===== src/rtl/minx16_mul_seq.sv =====
// minx16_mul_seq: 16x16 unsigned shift-add multiplier stepping the shared Minx16 ALU.
// Define MINX16_MUL_EARLY_EN to skip the PASS cycle for zero multiplier bits.
module minx16_mul_seq #(
    parameter int WIDTH = 16,
    parameter int CNT_W = 4
) (
    input  logic             clk,
    input  logic             rst,
    input  logic             start,
    input  logic [WIDTH-1:0] opa,
    input  logic [WIDTH-1:0] opb,
    output logic             busy,
    output logic             done,
    output logic [WIDTH-1:0] prod_hi,
    output logic [WIDTH-1:0] prod_lo,
    output logic [3:0]       alu_op,
    output logic [WIDTH-1:0] alu_dba,
    output logic [WIDTH-1:0] alu_dbb,
    output logic             alu_ci,
    output logic             alu_op8,
    input  logic [WIDTH-1:0] alu_y,
    input  logic             alu_co
);
    localparam logic [3:0] OP_NOP  = 4'b0000;
    localparam logic [3:0] OP_PASS = 4'b0001;
    localparam logic [3:0] OP_ADD  = 4'b0100;
    localparam logic [3:0] OP_RRC  = 4'b1111;

    typedef enum logic [2:0] {S_IDLE, S_ADD, S_SHH, S_SHL, S_DONE} state_t;

    state_t           r_state, w_next;
    logic [WIDTH-1:0] r_acc, r_mq, r_mcand;
    logic             r_c;
    logic [CNT_W-1:0] r_cnt;
    logic             w_last, w_skip_idle, w_skip_shl;

    assign w_last = r_cnt == CNT_W'(WIDTH - 1);
`ifdef MINX16_MUL_EARLY_EN
    assign w_skip_idle = !opb[0];
    assign w_skip_shl  = !alu_y[0];
`else
    assign w_skip_idle = 1'b0;
    assign w_skip_shl  = 1'b0;
`endif

    assign busy    = r_state != S_IDLE;
    assign done    = r_state == S_DONE;
    assign alu_op8 = 1'b0;

    always_comb begin
        w_next  = r_state;
        alu_op  = OP_NOP;
        alu_dba = '0;
        alu_dbb = '0;
        alu_ci  = 1'b0;
        case (r_state)
            S_IDLE: w_next = start ? (w_skip_idle ? S_SHH : S_ADD) : S_IDLE;
            S_ADD: begin
                alu_op  = r_mq[0] ? OP_ADD : OP_PASS;
                alu_dba = r_acc;
                alu_dbb = r_mq[0] ? r_mcand : '0;
                w_next  = S_SHH;
            end
            S_SHH: begin
                alu_op  = OP_RRC;
                alu_dba = r_acc;
                alu_ci  = r_c;
                w_next  = S_SHL;
            end
            S_SHL: begin
                alu_op  = OP_RRC;
                alu_dba = r_mq;
                alu_ci  = r_c;
                w_next  = w_last ? S_DONE : (w_skip_shl ? S_SHH : S_ADD);
            end
            default: w_next = S_IDLE;
        endcase
    end

    always_ff @(posedge clk) begin
        if (rst) begin
            r_state <= S_IDLE;
            r_acc   <= '0;
            r_mq    <= '0;
            r_mcand <= '0;
            r_c     <= 1'b0;
            r_cnt   <= '0;
            prod_hi <= '0;
            prod_lo <= '0;
        end else begin
            r_state <= w_next;
            case (r_state)
                S_IDLE: if (start) begin
                    r_mcand <= opa;
                    r_mq    <= opb;
                    r_acc   <= '0;
                    r_c     <= 1'b0;
                    r_cnt   <= '0;
                end
                S_ADD, S_SHH: begin
                    r_acc <= alu_y;
                    r_c   <= alu_co;
                end
                S_SHL: begin
                    // carry is spent here; clearing it lets a skipped ADD enter SHH cleanly
                    r_mq  <= alu_y;
                    r_c   <= 1'b0;
                    r_cnt <= r_cnt + CNT_W'(1);
                    if (w_last) begin
                        prod_hi <= r_acc;
                        prod_lo <= alu_y;
                    end
                end
                default: ;
            endcase
        end
    end
endmodule

===== config.mk =====
export PLATFORM = sky130hd
export DESIGN_NAME = minx16_mul_seq
export DESIGN_NICKNAME = d
export VERILOG_FILES = /design/src/rtl/minx16_mul_seq.sv
export SDC_FILE = /design/constraint.sdc
export NUM_CORES = 1
export LEC_CHECK = 0
export ABC_CLOCK_PERIOD_IN_PS = 2100
export BUFFER_PORTS_ARGS = -buffer_cell sky130_fd_sc_hd__buf_2
export CAP_MARGIN = 10
export CORE_ASPECT_RATIO = 0.7
export CORE_MARGIN = 1.5
export CORE_UTILIZATION = 34
export DETAILED_ROUTE_END_ITERATION = 10
export GPL_ROUTABILITY_DRIVEN = 1
export SLEW_MARGIN = 15
export SYNTH_ARGS = -nofsm -noshare
export SYNTH_HDL_FRONTEND = slang
export SYNTH_SLANG_ARGS = --single-unit

===== constraint.sdc =====
create_clock -name clk -period 2.1 [get_ports clk]
set_clock_uncertainty 0.1 [all_clocks]
set_input_delay 0.315 -clock clk [delete_from_list [all_inputs] [get_ports clk]]
set_output_delay 0.315 -clock clk [all_outputs]
set_load 0.01 [all_outputs]

==> results.md <==
* Outcome: finished, final reports clean
* Mapped Area at 0.003706 mm2
* Seq cells post-synth at 88
* Clk buf depth at 2
* Vias at 3596
* Commonest non-fill, non-tap cell in the layout: buf_2
* Avg Synthesized Cell Area at 8.559 um2
* Top Usage Layer GRT: met2
* Final setup fails at 0
* Cells after synthesis at 433
* Async set-reset flop share out of synthesis at 0
* LEAKAGE at 2.066 nW
* Setup slack at placement at 0.1688 ns
* Class of the worst hold path: primary input to flop
* TritonCTS Sinks at 88
* Most frequent cells in the layout: buf_2 (122), dfxtp_1 (88), nand2_1 (65)
* Minimum clock period at 2.009 ns
* Routed WL per cell at 16.74 um
* Setup crit end kind: output port
* Final hold vios at 0
* Largest net degree at the start of global routing at 71
* Synthesized Nets at 486
* CP max stage delay at 0.35 ns
* Post-route ant nets at 0
* Synthesis Warnings at 0
* Post-layout util at 0.4596
* GR Overflow Total at 0
* Startpoint Class: flop
* FF-to-FF path depth at 5
* Drt first pass iters at 4
* Final WL at 11.40 mm
* Placed wire-length estimate at 7.619 mm
* Maximum vdd drop at 0.0003586 V
* GR Util met3 at 0.06872
* Layout Area Growth over Synthesis at 29.88%
* # diodes at 0
* Area of the multi-input gates at 0.001714 mm2
* Gp weighted congestion at 0.7798
* Max-cap violations at 0
* Final Non-Filler Cells at 681
* Clock transition at the registers of the reported paths at 0.06 ns
* Worst Slack Setup Final at 0.09068 ns
* Setup TNS at 0 ns
* Die Wd at 127.8 um
* Post-synth EDFFs at 0
* Required @ worst endpoint at 1.68 ns
* Die area at 0.01155 mm2
* Final Cycle Share at 0.9568
* Sequential area share after synthesis at 0.4754
* 1st-iter DRT viols at 203
* CP Depth at 5
* Port bufs at 122
* Post-synth cell types at 38
* Fillers at 1062
* Crit-path slowest cell: dfxtp_1
* Max Slew Vio Count at 0
* First-pass GRT wire length at 17.28 mm
* Vias in the first global route at 3285
* Core area at 0.01047 mm2
* F_max at 0.4977 GHz
* Cts bufs inserted at 9
* Clk root buf: clkbuf_16
* All-Layer GR Usage at 0.1923
* Met1 Use GR at 0.2622
* Vias per cell at 5.280
* Die height at 90.35 um
* Proportion of layout cells with a drive suffix above 1 at 0.3078
* Skew-Pair Late Insertion Delay at 0.34 ns
* Arrival @ worst endpoint at 1.59 ns
* Hold path cells at 3
* FF/Latch Area at 0.001762 mm2
* Drc violations at 0
* Worst Path Max Fanout at 22
* Unrepaired setup endpoints after global routing: false
* # hold bufs at CTS at 0
* Family with the most delay on the worst path: buffers and inverters
* Main synth FF type: dfxtp_1
* Ports at 124
* Met2 Track Usage GR at 0.2957
* CP Cell Sequence: buf_4 -> and3b_2 -> buf_12 -> a22o_1 -> buf_2
* CTS tree: built
* Initial antenna violation count at 0
* Worst-Margin Slew at 0.5711 ns
* Crit Path Class: flop to output port
* Initial Util at 0.3539
* # nets final at 597
* PD cells at 919.3 mW/mm2
* H-tree Lvls at 3
* Buf/Inv on CP at 3
* Slew headroom at 0.6193
* Row count at 31
* Post-Place Cells at 662
-- cells by family after synthesis --
family,Yosys count,share of synthesized area
AO/OA/AOI/OAI,139,0.2434
XOR/XNOR,1,0.002364
adder cells (fa/ha/maj),1,0.003376
buffers and inverters,46,0.06381
flip-flops,88,0.4754
multiplexers,1,0.003038
other,1,0.001012
AND/OR/NAND/NOR,156,0.2076
-- cell type report --
class / count / share of cell area
sequential: 88 / 0.3660
multi-input combinational: 299 / 0.3561
timing repair buffer: 144 / 0.1749
clock buffer: 11 / 0.05043
tap: 132 / 0.03431
clock inverter: 5 / 0.01664
inverter: 2 / 0.001560
-- power breakdown --
| part | internal, W | leakage [nW] | switching, W |
|---|---|---|---|
| sequential | 0.00180 | 0.716 | 0.0000862 |
| combinational | 0.000336 | 1.20 | 0.000466 |
| clock | 0.00107 | 0.152 | 0.000666 |
-- worst paths after layout --
| kind | end | slack, ns | from |
|---|---|---|---|
| worst max register to register | r_cnt[2]$_SDFFE_PP0P_ | 0.21 | r_state[2]$_SDFF_PP0_ |
| worst max-delay path | alu_dba[0] | 0.09 | r_state[0]$_SDFF_PP0_ |
| worst min-delay path | r_mcand[13]$_SDFFE_PP0P_ | 0.11 | opa[13] |
| worst min register to register | r_mcand[1]$_SDFFE_PP0P_ | 0.35 | r_mcand[1]$_SDFFE_PP0P_ |
-- tightest hold or removal path, stage by stage --
cell,delay (ns)
buf_2,0.09
nand2_1,0.04
a21oi_1,0.05
-- synth_stat cells, drive strengths merged, types with 4 or more instances --
master	instances	area, um2
and2	17	106.4
a22o	32	280.3
a21oi	54	281.5
a311oi	16	140.1
o21ai	32	160.2
dfxtp	88	1762
nor3	4	25.02
nor2	19	73.82
nand3	38	190.2
nand2	65	244.0
buf	23	150.1
clkbuf	21	78.83
-- registers in the layout, summed over array words and instances, names as in the netlist --
| register | count |
|---|---|
| prod_hi | 16 |
| prod_lo | 16 |
| r_acc | 16 |
| r_c | 1 |
| r_cnt | 4 |
| r_mcand | 16 |
| r_mq | 16 |
| r_state | 3 |
-- metrics by stage --
step,cell area (um2),hold slack [ns],power [W]
5_1_grt,4813,0.1073,0.004622
2_1_floorplan,3706,0.3317,0.002397
3_5_place_dp,4422,0.3437,0.002666
3_3_place_gp,4422,0.3372,0.002652
6_report,4813,0.1052,0.004425
4_1_cts,4750,0.09876,0.004409
-- repair_timing --
action                                 in CTS  in global routing
resized for setup                           1                  3
setup endpoints to repair                  16                 33
cloned                                      0                  1
pin swaps                                   0                  2
endpoints found under the hold margin       0                  0
buffers inserted                            0                  2
-- routing by layer --
layer	vias to the layer above	wire [um]
met5	-	0
met4	0	65
met3	9	773
met2	99	5076
met1	1732	5482
li1	1756	-
(Power assumes the default switching activity.)
